$ cat config.mk
export PLATFORM = sky130hd
export DESIGN_NAME = adder_core
export DESIGN_NICKNAME = d
export VERILOG_FILES = /design/src/rtl/adder_core.sv
export SDC_FILE = /design/constraint.sdc
export NUM_CORES = 1
export LEC_CHECK = 0
export CORE_ASPECT_RATIO = 1.4
export CORE_UTILIZATION = 43
export CTS_CLUSTER_SIZE = 40
export DETAILED_ROUTE_END_ITERATION = 8
export PLACE_DENSITY = 0.8
export SLEW_MARGIN = 10
export SYNTH_ARGS = -nofsm -noshare
export SYNTH_HDL_FRONTEND = slang
export SYNTH_SLANG_ARGS = --single-unit
$ cat constraint.sdc
create_clock -name clk -period 4.2 [get_ports clk]
set_input_delay 0.63 -clock clk [delete_from_list [all_inputs] [get_ports clk]]
set_output_delay 0.63 -clock clk [all_outputs]
set_load 0.03 [all_outputs]
$ cat src/rtl/adder_core.sv
// adder_core: registered N-bit two-operand adder built on a block
// carry-lookahead structure, used as a switching-activity and energy
// characterization target.
//
// Ports:
//   clk        rising-edge clock
//   rst        synchronous, active-high reset
//   in_valid   input1/input2 are valid this cycle
//   input1     operand A, N bits
//   input2     operand B, N bits
//   sum        registered (input1 + input2) mod 2^N
//   carry_out  registered carry out of bit N-1
//   overflow   registered two's-complement overflow
//   out_valid  outputs hold a new result this cycle
//   toggle_count (only with ADDER_TOGGLE_CNT_EN) saturating count of operand
//              bit toggles between successive accepted operand pairs
//
// Optional feature macro: ADDER_TOGGLE_CNT_EN
module adder_core #(
    parameter int N   = 27,
    parameter int BLK = 4
) (
    input  logic         clk,
    input  logic         rst,
    input  logic         in_valid,
    input  logic [N-1:0] input1,
    input  logic [N-1:0] input2,
    output logic [N-1:0] sum,
    output logic         carry_out,
    output logic         overflow,
`ifdef ADDER_TOGGLE_CNT_EN
    output logic [31:0]  toggle_count,
`endif
    output logic         out_valid
);

    localparam int NGRP = (N + BLK - 1) / BLK;

    logic [N-1:0] g, p;
    logic [N:0]   c;
    logic [N-1:0] s_comb;
    logic         gg, pp;

    assign g = input1 & input2;
    assign p = input1 ^ input2;

    // Each bit's carry is formed from the group-local generate/propagate
    // prefix and the group's incoming carry; the carry into the next group
    // is the group generate/propagate applied to that same incoming carry.
    always_comb begin
        c  = '0;
        gg = 1'b0;
        pp = 1'b1;
        for (int gi = 0; gi < NGRP; gi++) begin
            for (int j = 0; j < BLK; j++) begin
                if (gi * BLK + j < N) begin
                    gg = 1'b0;
                    pp = 1'b1;
                    for (int k = 0; k <= j; k++) begin
                        gg = g[gi*BLK+k] | (p[gi*BLK+k] & gg);
                        pp = pp & p[gi*BLK+k];
                    end
                    c[gi*BLK+j+1] = gg | (pp & c[gi*BLK]);
                end
            end
        end
    end

    assign s_comb = p ^ c[N-1:0];

    logic [N-1:0] sum_d, sum_q;
    logic         carry_d, carry_q;
    logic         ovf_d, ovf_q;
    logic         vld_d, vld_q;

    always_comb begin
        sum_d   = sum_q;
        carry_d = carry_q;
        ovf_d   = ovf_q;
        vld_d   = in_valid;
        if (in_valid) begin
            sum_d   = s_comb;
            carry_d = c[N];
            ovf_d   = (input1[N-1] == input2[N-1]) && (s_comb[N-1] != input1[N-1]);
        end
    end

    always_ff @(posedge clk) begin
        if (rst) begin
            sum_q   <= '0;
            carry_q <= 1'b0;
            ovf_q   <= 1'b0;
            vld_q   <= 1'b0;
        end else begin
            sum_q   <= sum_d;
            carry_q <= carry_d;
            ovf_q   <= ovf_d;
            vld_q   <= vld_d;
        end
    end

    assign sum       = sum_q;
    assign carry_out = carry_q;
    assign overflow  = ovf_q;
    assign out_valid = vld_q;

`ifdef ADDER_TOGGLE_CNT_EN
    localparam int PCW = $clog2(2 * N + 1);

    logic [2*N-1:0] prev_ops_d, prev_ops_q;
    logic [2*N-1:0] ops_diff;
    logic [PCW-1:0] pc;
    logic [32:0]    cnt_sum;
    logic [31:0]    toggle_cnt_d, toggle_cnt_q;

    assign ops_diff = {input2, input1} ^ prev_ops_q;

    always_comb begin
        pc = '0;
        for (int i = 0; i < 2 * N; i++) begin
            pc = pc + PCW'(ops_diff[i]);
        end
    end

    // 33-bit add so the saturation test is just the top bit.
    assign cnt_sum = {1'b0, toggle_cnt_q} + 33'(pc);

    always_comb begin
        prev_ops_d   = prev_ops_q;
        toggle_cnt_d = toggle_cnt_q;
        if (in_valid) begin
            prev_ops_d   = {input2, input1};
            toggle_cnt_d = cnt_sum[32] ? 32'hFFFF_FFFF : cnt_sum[31:0];
        end
    end

    always_ff @(posedge clk) begin
        if (rst) begin
            prev_ops_q   <= '0;
            toggle_cnt_q <= '0;
        end else begin
            prev_ops_q   <= prev_ops_d;
            toggle_cnt_q <= toggle_cnt_d;
        end
    end

    assign toggle_count = toggle_cnt_q;
`endif

endmodule

Yosys cells after proc, flatten, opt, wreduce, memory -nomap -nowiden
Cells that the tools add are included.
- eq/ne operators: 2
- reductions and logical operators: 1
- bitwise logic cells: 106
- operator list (operator ; number):
    bitwise AND 1 bit ; 60
    XOR 27 bit ; 2
    OR 1 bit ; 43
    bitwise AND 27 bit ; 1
    equality test 1 bit ; 1
    logical AND 1 bit ; 1
    != test 1 bit ; 1
- bits in registers: 30
- bits of input ports: 57
- logic and storage cells: 113

Logic depth before layout (Yosys ltp)
Gate-level depths: netlist of run 1.
- word-level depth: 22
- gate-level depth with buffers: 14

Least setup slack after synthesis of run 1
Ideal clock, no wire load.
- path type: input port to flip-flop
- start: input input1[0]
- end: register sum_q[24], in the netlist sum[24]
- slack: 0.368 ns
- library setup time: 0.086 ns
- data arrival time: 3.747 ns
- buffers on the path: 0
- required time: 4.114 ns
- stages on the path: 12
- cells stage by stage: ha_1 > fa_1 > fa_1 > fa_1 > a211oi_1 > nor2_1 > a21oi_1 > o21ai_2 > a311o_1 > a21oi_1 > fa_1 > a211oi_1
- longest elaborated chain between the ends: 18
- ends and longest elaborated chain (item ; line ; source):
    from (decl) ; 26 ; input logic [N-1:0] input1,
    bitwise AND 27 bit ; 44 ; assign g = input1 & input2;
    bitwise AND 1 bit ; 60 ; gg = g[gi*BLK+k] | (p[gi*BLK+k] & gg);
    OR 1 bit ; 60 ;
    bitwise AND 1 bit ; 60 ;
    OR 1 bit ; 60 ;
    bitwise AND 1 bit ; 60 ;
    OR 1 bit ; 60 ;
    bitwise AND 1 bit ; 63 ; c[gi*BLK+j+1] = gg | (pp & c[gi*BLK]);
    (+2 left out) ; -- ;
    OR 1 bit ; 63 ;
    bitwise AND 1 bit ; 63 ;
    OR 1 bit ; 63 ;
    bitwise AND 1 bit ; 63 ;
    OR 1 bit ; 63 ;
    bitwise AND 1 bit ; 63 ;
    OR 1 bit ; 63 ;
    XOR 27 bit ; 69 ; assign s_comb = p ^ c[N-1:0];
    to (signal assigned) ; 95 ; sum_q <= sum_d;
    to (decl) ; 71 ; logic [N-1:0] sum_d, sum_q;
Every way passes these cells.
A chain may end at the register's enable or synchronous reset.

Worst setup path after layout of run 1
Same ends and word-level chain as after synthesis.

==> results of run 1 <==
## worst max-delay path: stages
cell             delay [ns]
clkdlybuf4s50_1        0.41
ha_1                   0.21
fa_1                   0.39
fa_1                   0.40
fa_2                   0.37
a211oi_1               0.25
nor2_1                 0.11
a21oi_2                0.20
o21ai_2                0.10
a311o_1                0.29
a21oi_1                0.19
fa_1                   0.43
a211oi_1               0.23
## through the flow
stage          TNS (ns)  instance area (sq um)
5_1_grt               0                   3161
3_3_place_gp    -0.3226                   3058
3_5_place_dp     -1.033                   3058
4_1_cts               0                   3149
2_1_floorplan         0                   2093
6_report              0                   3161
## placed cells by master, fill, tap and decap left out, types with 3 or more instances in the layout
master	n
a211oi_1	9
a21o_1	3
a21oi_1	14
buf_4	7
clkbuf_8	6
clkdlybuf4s50_1	86
dfxtp_1	30
fa_1	8
ha_1	24
inv_1	13
mux2i_1	11
nand2_1	13
nor2_1	31
nor3_1	3
o21a_1	3
o21ai_0	3
o21ai_1	8
xnor2_1	10
xor2_1	5
## cell families (layout without fill, tap and decap cells)
logic type | Yosys count | in the layout | synth area share, %
xor gates and xnor gates | 15 | 15 | 6.276
adders and majority gates | 33 | 33 | 22.95
muxes | 11 | 11 | 5.260
and+or+nand+nor | 60 | 60 | 12.85
buffers and inverters | 21 | 115 | 3.766
AOI/OAI and AO/OA | 58 | 58 | 20.20
DFF | 30 | 30 | 28.69
## Yosys cell counts (all sizes together) (2+ instances only)
library cell	instances
a21oi	15
clkbuf	5
dfxtp	30
nor3	3
inv	14
fa	9
o211ai	2
nand3	2
xnor2	10
nor2	31
nand2	13
o21a	3
a311o	2
buf	2
and2	2
mux2i	11
and3	2
a211oi	11
xor2	5
a21o	3
o22ai	2
o21ai	12
ha	24
## how the worst max path moves through the flow
stage / start / to / slack, ns / depth (start not counted)
after CTS: input1[0] / sum[24] / 0.08 / 13
after floorplan: input1[0] / sum[24] / 0.37 / 12
after global placement: input1[0] / sum[24] / -0.12 / 13
final: input1[0] / sum[24] / 0.20 / 13
after global routing: input1[0] / sum[21] / 0.03 / 15
after detailed placement: input1[0] / sum[21] / -0.21 / 15
## registers in the layout, indices dropped and copies added, names as in the netlist
register   cells
carry_out      1
out_valid      1
overflow       1
sum           27
## per-layer routing
metal	vias to the layer above	GRT usage, %
met5	-	0
met4	0	12.19
met3	13	4.006
met2	61	41.76
met1	926	24.13
li1	997	-
## area by class of cell
type | count | area share, %
Clock buffer | 7 | 2.732
Clock inverter | 1 | 0.1584
Inverter | 14 | 1.663
Multi-Input combinational cell | 177 | 45.09
Sequential cell | 30 | 19.00
Tap cell | 62 | 2.454
Timing Repair Buffer | 93 | 28.90
## what timing repair did
action,4_1_cts,5_1_grt
hold buffers,0,0
setup endpoints to repair,0,7
gates resized for setup,0,3
## where the power goes
part	total, mW	switching, mW	leakage (nW)	internal (mW)
Sequential	0.332	0.0165	0.248	0.315
Combinational	0.398	0.203	1.03	0.195
Clock	0.241	0.109	0.0482	0.132
==> qor.txt, run 1 <==
status: complete, no violations
initial DRC count: 70
postcts setup bufs: 0
Rows: 29
yosys warns: 0
RePlAce Congestion: 0.8567
Final Hold Fails: 0
Worst Reg-to-Reg Cells: 2
CTS sink count: 30
WL met3: 193 um
Die ar.: 5155 sq um
vias in the first global route: 2,074
Place WS: -0.2144 ns
# fillers: 391
Final min period: 3.996 ns
initial antenna violation count: 0
worst hold slack: 0.4527 ns
Worst Setup Start Kind: input pin
WL final: 5.267 mm
RR Startpoint: sum[22]
post-route total power: 0.9704 mW
Yosys reg bits: 30
Req. time, crit path: 4.40 ns
Vert. Die Dim: 84.56 um
Detailed Place HPWL: 4.328 mm
nets: 411
core outline area: 4608 sq um
IR Drop Worst-Case VDD: 180.7 uV
Final Cycle Share: 95.15%
total number of vias: 1,997
Leakage: 1.322 nW
hold depth: 2
buffers added on ports: 86
Post-synth EDFFs: 0
fraction of registers with async set/reset: 0%
Routed met2 length: 2.908 mm
# DRC: 0
Die X: 60.97 um
skew final: 0 ns
Hold Path Origin: sum[15]
slack of the critical path: 0.2037 ns
Syn Std Cell Area: 2093 sq um
area of the multi-input gates: 1425 sq um
RSZ-0062 raised after global routing: false
global-route wire length before repair: 8.956 mm
fin util: 68.59%
CTS tree: done
layout cell share with drive strength beyond 1: 7.764%
M1 wire length: 2.020 mm
clk_lat worst skew: 0.28 ns
drt wl/cell: 13.72 um
total track usage: 23.09%
GRT overflow: 0
Mapped Cells: 228
Main synth FF type: dfxtp_1
fin. max-slew vios: 0
I/O pins: 87
Synth area leader: dfxtp_1
Syn Nets: 318
pin count of the biggest net entering global routing: 29
top cell type's share of synthesized area: 28.69%
Synth area leaders: dfxtp_1, ha_1, fa_1
Via-to-Cell Ratio: 5.201
CTS Buffer Depth: 2
Final Setup Violations: 0
Syn-to-layout area delta: 50.99%
register area: 600.6 sq um
sequential cell area fraction in the yosys report: 28.69%
R2R setup slack: 3.46 ns
worst path arrival time: 4.20 ns
top routing layer used: met4
H-tree Lvls: 2
Detailed Routing Iterations Pass 1: 4
critical path fanouts, max: 3
Post-Syn Area per Cell: 9.181 sq um
dpl cells: 376
relative max-transition margin: 51.43%
clock transition at the registers of the reported paths: 0.06 ns
ANT cells: 0
Worst-Margin Slew: 0.7262 ns
crit end category: register
critical path class: input pin to register
worst flop-to-flop path endpoint: sum[22]
Final ANT Viol Nets: 0
Yosys cell types: 43
root buf cell: clkbuf_8
Min-Delay Endpoint: sum[15]
fin cells: 384
number of max-cap violations: 0
Initial Util: 45.42%
cts bufs inserted: 5
worst hold path type: register to register
Max Clk Rate: 250.2 MHz
Power Density: 307.0 nW/um^2
Note: power is estimated with default switching activity, not from simulation.
==> inputs of run 2 (changes only) <==
--- a/config.mk
+++ b/config.mk
@@ -6,10 +6,11 @@
 export NUM_CORES = 1
 export LEC_CHECK = 0
 export CORE_ASPECT_RATIO = 1.4
-export CORE_UTILIZATION = 43
+export CORE_MARGIN = 2
+export CORE_UTILIZATION = 45
 export CTS_CLUSTER_SIZE = 40
 export DETAILED_ROUTE_END_ITERATION = 8
-export PLACE_DENSITY = 0.8
+export PLACE_DENSITY = 0.84
 export SLEW_MARGIN = 10
 export SYNTH_ARGS = -nofsm -noshare
 export SYNTH_HDL_FRONTEND = slang
==> constraint.sdc (replaced) <==
create_clock -name clk -period 4.9 [get_ports clk]
set_input_delay 0.735 -clock clk [delete_from_list [all_inputs] [get_ports clk]]
set_output_delay 0.735 -clock clk [all_outputs]
set_load 0.03 [all_outputs]
==> qor.txt, run 2 (synthesis results as in run 1) <==
clock transition at the registers of the reported paths: 0.06 ns (about the same)
H-tree Lvls: 2 (unchanged)
Worst-Margin Slew: 0.4092 ns (was 0.7262 ns)
layout cell share with drive strength beyond 1: 5.079% (was 7.764%)
root buf cell: clkbuf_8 (unchanged)
buffers added on ports: 86 (unchanged)
Leakage: 1.291 nW (was 1.322 nW)
number of max-cap violations: 0 (unchanged)
critical path class: input pin to register (unchanged)
RePlAce Congestion: 0.8223 (was 0.8567)
Final Setup Violations: 0 (unchanged)
RSZ-0062 raised after global routing: false (unchanged)
# DRC: 0 (unchanged)
gr busiest metal: met2 (unchanged)
fin. max-slew vios: 0 (unchanged)
nets: 406 (was 411)
core outline area: 4499 sq um (was 4608 sq um)
Final Cycle Share: 90.15%
Final Hold Fails: 0 (unchanged)
Worst Setup Start Kind: input pin (unchanged)
CTS sink count: 30 (unchanged)
I/O pins: 87 (unchanged)
# resized after CTS: 0 (unchanged)
Max Clk Rate: 226.4 MHz
Min-Delay Endpoint: sum[19] (was sum[15])
Rows: 29 (unchanged)
global-route wire length before repair: 8.687 mm (was 8.956 mm)
hold depth: 2 (unchanged)
Detailed Routing Iterations Pass 1: 4 (unchanged)
total track usage: 21.88% (was 23.09%)
GRT overflow: 0 (unchanged)
# fillers: 388 (was 391)
status: complete, no violations (unchanged)
drt wl/cell: 14.01 um (was 13.72 um)
Initial Util: 46.52% (was 45.42%)
crit end category: register (unchanged)
WL final: 5.282 mm (was 5.267 mm)
Post-CTS Hold Buffers: 0 (unchanged)
CTS tree: done (unchanged)
GR Util met3: 2.157% (was 4.006%)
initial antenna violation count: 0 (unchanged)
worst path arrival time: 4.62 ns (was 4.20 ns)
most common cell after layout, fill and taps aside: clkdlybuf4s50_1 (unchanged)
clk_lat worst skew: 0.28 ns (about the same)
Hold Path Origin: sum[19] (was sum[15])
Largest register FFs: 27 (unchanged)
Place WS: 0.2011 ns (was -0.2144 ns)
postcts setup bufs: 0 (unchanged)
worst flop-to-flop path endpoint: sum[22] (unchanged)
Final ANT Viol Nets: 0 (unchanged)
Via-to-Cell Ratio: 5.196 (was 5.201)
fin util: 68.97% (was 68.59%)
CTS Buffer Depth: 2 (unchanged)
Detailed Place HPWL: 4.308 mm (was 4.328 mm)
slack of the critical path: 0.4825 ns (was 0.2037 ns)
most frequent cells in the layout: clkdlybuf4s50_1, nor2_1, dfxtp_1 (unchanged)
total number of vias: 1,959 (was 1,997)
worst hold path type: register to register (unchanged)
Syn-to-layout area delta: 48.24% (was 50.99%)
vias in the first global route: 2,027 (was 2,074)
Vert. Die Dim: 84.70 um (was 84.56 um)
met2 Track Usage GR: 39.52% (was 41.76%)
Worst Reg-to-Reg Cells: 2 (unchanged)
skew final: 0 ns (unchanged)
Req. time, crit path: 5.10 ns (was 4.40 ns)
IR Drop Worst-Case VDD: 139.6 uV (was 180.7 uV)
cts bufs inserted: 5 (unchanged)
pin count of the biggest net entering global routing: 33 (was 29)
initial DRC count: 55 (was 70)
register area: 600.6 sq um (unchanged)
relative max-transition margin: 72.72% (was 51.43%)
Power Density: 262.2 nW/um^2 (was 307.0 nW/um^2)
R2R setup slack: 4.16 ns (was 3.46 ns)
critical path fanouts, max: 5 (was 3)
Die X: 61.64 um (was 60.97 um)
met1 Use GR: 24.16% (was 24.13%)
ANT cells: 0 (unchanged)
area of the multi-input gates: 1414 sq um (was 1425 sq um)
RR Startpoint: sum[22] (unchanged)
Die ar.: 5221 sq um (was 5155 sq um)
Final min period: 4.417 ns
setup TNS: 0 ns (unchanged)
## run 2: cell types whose count changed in the layout (fill, tap and decap cells not counted)
| cell | delta |
|---|---|
| a211oi_2 | -1 |
| a211oi_1 | +1 |
| a21oi_2 | -1 |
| fa_2 | -1 |
| a21oi_1 | +1 |
| clkinv_2 | -1 |
| buf_4 | -5 |
| clkbuf_1 | -1 |
| fa_1 | +1 |
## run 2: metrics by stage
step	std cells	hold slack [ns]	area [sq um]	power, mW
2_1_floorplan	228	0.5704	2093	0.4864
3_3_place_gp	371	0.4452	3020	0.6139
3_5_place_dp	371	0.4527	3020	0.6216
4_1_cts	377	0.4612	3103	0.8212
5_1_grt	377	0.4799	3103	0.8621
6_report	377	0.4605	3103	0.8135
## run 2: per-layer routing
metal | up-vias | wire length (um)
li1 | 985 | -
met1 | 915 | 2034
met2 | 48 | 2957
met3 | 11 | 148
met4 | 0 | 141
met5 | - | 0
## run 2: power breakdown
part	internal [mW]	switching, mW
Combinational	0.161	0.171
Clock	0.108	0.0898
Sequential	0.270	0.0136
## run 2: how the worst max path moves through the flow
stage                   start      end  slack, ns  depth (start not counted)
finish              input1[0]  sum[24]       0.48                         13
global route        input1[0]  sum[24]       0.26                         13
CTS                 input1[0]  sum[24]       0.48                         13
detailed placement  input1[0]  sum[24]       0.20                         13
global placement    input1[0]  sum[24]       0.39                         13
floorplan           input1[0]  sum[24]       0.96                         12
## run 2: final cells by class
class,count,area share (%)
clock buffers,6,2.661
well taps,62,2.500
flip-flops and latches,30,19.35
multi-input cells,177,45.56
inverters,14,1.694
repair buffers,88,28.23
## run 2: worst max-delay path: stages
cell,delay (ns)
clkdlybuf4s50_1,0.42
ha_1,0.22
fa_1,0.39
fa_1,0.41
fa_1,0.43
a211oi_1,0.28
nor2_1,0.15
a21oi_1,0.27
o21ai_2,0.15
a311o_1,0.32
a21oi_1,0.18
fa_1,0.43
a211oi_1,0.23
==> inputs of run 3 (changes only) <==
--- a/config.mk
+++ b/config.mk
@@ -7,10 +7,11 @@
 export LEC_CHECK = 0
 export CORE_ASPECT_RATIO = 1.4
 export CORE_MARGIN = 2
-export CORE_UTILIZATION = 45
+export CORE_UTILIZATION = 47
 export CTS_CLUSTER_SIZE = 40
 export DETAILED_ROUTE_END_ITERATION = 8
-export PLACE_DENSITY = 0.84
+export HOLD_SLACK_MARGIN = 0.03
+export PLACE_DENSITY = 0.87
 export SLEW_MARGIN = 10
 export SYNTH_ARGS = -nofsm -noshare
 export SYNTH_HDL_FRONTEND = slang
==> qor.txt, run 3 (synthesis results as in run 1) <==
most frequent cells in the layout: clkdlybuf4s50_1, nor2_1, dfxtp_1 (unchanged)
critical path class: input pin to register (unchanged)
RePlAce Congestion: 0.8500 (was 0.8223)
switching share of power: 34.44% (was 33.70%)
Max Clk Rate: 228.4 MHz (was 226.4 MHz)
nets: 405 (was 406)
register area: 600.6 sq um (unchanged)
Rows: 28 (was 29)
ANT cells: 0 (unchanged)
core outline area: 4239 sq um (was 4499 sq um)
CTS tree: done (unchanged)
relative max-transition margin: 26.98% (was 72.72%)
share of total power in sequential cells: 34.2% (was 34.9%)
status: complete, no violations (unchanged)
initial antenna violation count: 0 (unchanged)
Final Setup Violations: 0 (unchanged)
layout cell share with drive strength beyond 1: 5.380% (was 5.079%)
CTS Buffer Depth: 2 (unchanged)
Final Cycle Share: 89.34% (was 90.15%)
H-tree Lvls: 2 (unchanged)
cts bufs inserted: 5 (unchanged)
initial DRC count: 93 (was 55)
area of the multi-input gates: 1414 sq um (unchanged)
buffers added on ports: 86 (unchanged)
CTS sink count: 30 (unchanged)
Die ar.: 5011 sq um (was 5221 sq um)
WL final: 5.249 mm (was 5.282 mm)
clock transition at the registers of the reported paths: 0.07 ns (was 0.06 ns)
fin. max-slew vios: 0 (unchanged)
worst path arrival time: 4.57 ns (was 4.62 ns)
# resized after CTS: 0 (unchanged)
P_sw: 0.2857 mW (was 0.2741 mW)
Vert. Die Dim: 82.97 um (was 84.70 um)
crit end category: register (unchanged)
Place WS: 0.3190 ns (was 0.2011 ns)
total track usage: 22.97% (was 21.88%)
Detailed Place HPWL: 4.108 mm (was 4.308 mm)
postcts setup bufs: 0 (unchanged)
Power Density: 267.1 nW/um^2 (was 262.2 nW/um^2)
Initial Util: 49.38% (was 46.52%)
global-route wire length before repair: 8.880 mm (was 8.687 mm)
setup TNS: 0 ns (unchanged)
pin count of the biggest net entering global routing: 33 (unchanged)
Via-to-Cell Ratio: 5.271 (was 5.196)
Comb power frac: 40.3% (was 40.8%)
critical path fanouts, max: 5 (unchanged)
Syn-to-layout area delta: 48.36% (was 48.24%)
Leakage: 1.291 nW (about the same)
drt wl/cell: 13.96 um (was 14.01 um)
skew final: 0 ns (unchanged)
Worst-Margin Slew: 1.092 ns (was 0.4092 ns)
IR Drop Worst-Case VDD: 154.1 uV (was 139.6 uV)
Post-CTS Hold Buffers: 0 (unchanged)
Req. time, crit path: 5.09 ns (was 5.10 ns)
Clock Power Share: 25.6% (was 24.3%)
I/O pins: 87 (unchanged)
Largest register FFs: 27 (unchanged)
Int Pwr: 0.5438 mW (was 0.5394 mW)
worst hold path type: register to register (unchanged)
vias in the first global route: 2,036 (was 2,027)
GRT overflow: 0 (unchanged)
Final ANT Viol Nets: 0 (unchanged)
root buf cell: clkbuf_8 (unchanged)
total number of vias: 1,982 (was 1,959)
# DRC: 0 (unchanged)
Final Hold Fails: 0 (unchanged)
Die X: 60.40 um (was 61.64 um)
number of max-cap violations: 0 (unchanged)
# fillers: 318 (was 388)
slack of the critical path: 0.5223 ns (was 0.4825 ns)
Detailed Routing Iterations Pass 1: 4 (unchanged)
Final min period: 4.378 ns (was 4.417 ns)
RSZ-0062 raised after global routing: false (unchanged)
clk_lat worst skew: 0.28 ns (about the same)
most common cell after layout, fill and taps aside: clkdlybuf4s50_1 (unchanged)
Worst Setup Start Kind: input pin (unchanged)
## run 3: changes by cell type in the layout (fill, tap and decap cells not counted), sizes merged
cell / before / now
buf: 2 / 1
clkinv: 0 / 1
clkinvlp: 0 / 1
## run 3: worst max-delay path, stage by stage
cell and delay (ns):
clkdlybuf4s50_1 0.42, ha_1 0.22, fa_1 0.37, fa_1 0.38, fa_1 0.42, a211oi_1 0.25, nor2_1 0.14, a21oi_1 0.26
o21ai_2 0.16, a311o_1 0.33, a21oi_1 0.22, fa_1 0.44, a211oi_1 0.22
## run 3: final timing paths
path | startpoint | to | slack (ns) | depth (start not counted)
worst min-delay path | sum[23] | sum[23] | 0.44 | 2
worst max-delay path | input1[0] | sum[24] | 0.52 | 13
worst max register to register | sum[22] | sum[22] | 4.17 | 2
worst min register to register | sum[23] | sum[23] | 0.44 | 2
## run 3: area by class of cell
cell class / instances / area share (%)
Inverter: 14 / 1.692
Timing Repair Buffer: 87 / 27.96
Clock inverter: 2 / 0.4029
Multi-Input combinational cell: 177 / 45.53
Tap cell: 60 / 2.417
Clock buffer: 6 / 2.659
Sequential cell: 30 / 19.34
## run 3: layer usage
metal  vias up  share of wire, %  track usage [%]  wire [um]
met5         -                 0                0          0
met4         0               1.6            7.677         84
met3         8               3.7            4.517        196
met2        58                56            41.30       2919
met1       930                39            25.68       2050
li1        986                 -                -          -
## run 3: power groups by stage
stage / sequential (mW) / clock (mW) / combinational, mW
after floorplan: 0.338 / 0 / 0.148
after detailed placement: 0.288 / 0 / 0.332
after global routing: 0.286 / 0.232 / 0.364
after CTS: 0.283 / 0.217 / 0.336
after global placement: 0.287 / 0 / 0.325
final: 0.283 / 0.212 / 0.334
## run 3: through the flow
stage	std cells	hold WS [ns]	instance area [sq um]	utilization (%)	total power, mW
after floorplan	228	0.5704	2093	-	0.4864
after global placement	368	0.4398	3010	71.02	0.6122
after detailed placement	368	0.4381	3010	71.02	0.6208
after CTS	376	0.4475	3105	73.26	0.8360
after global routing	376	0.4783	3105	73.26	0.8823
final	376	0.4440	3105	73.26	0.8294
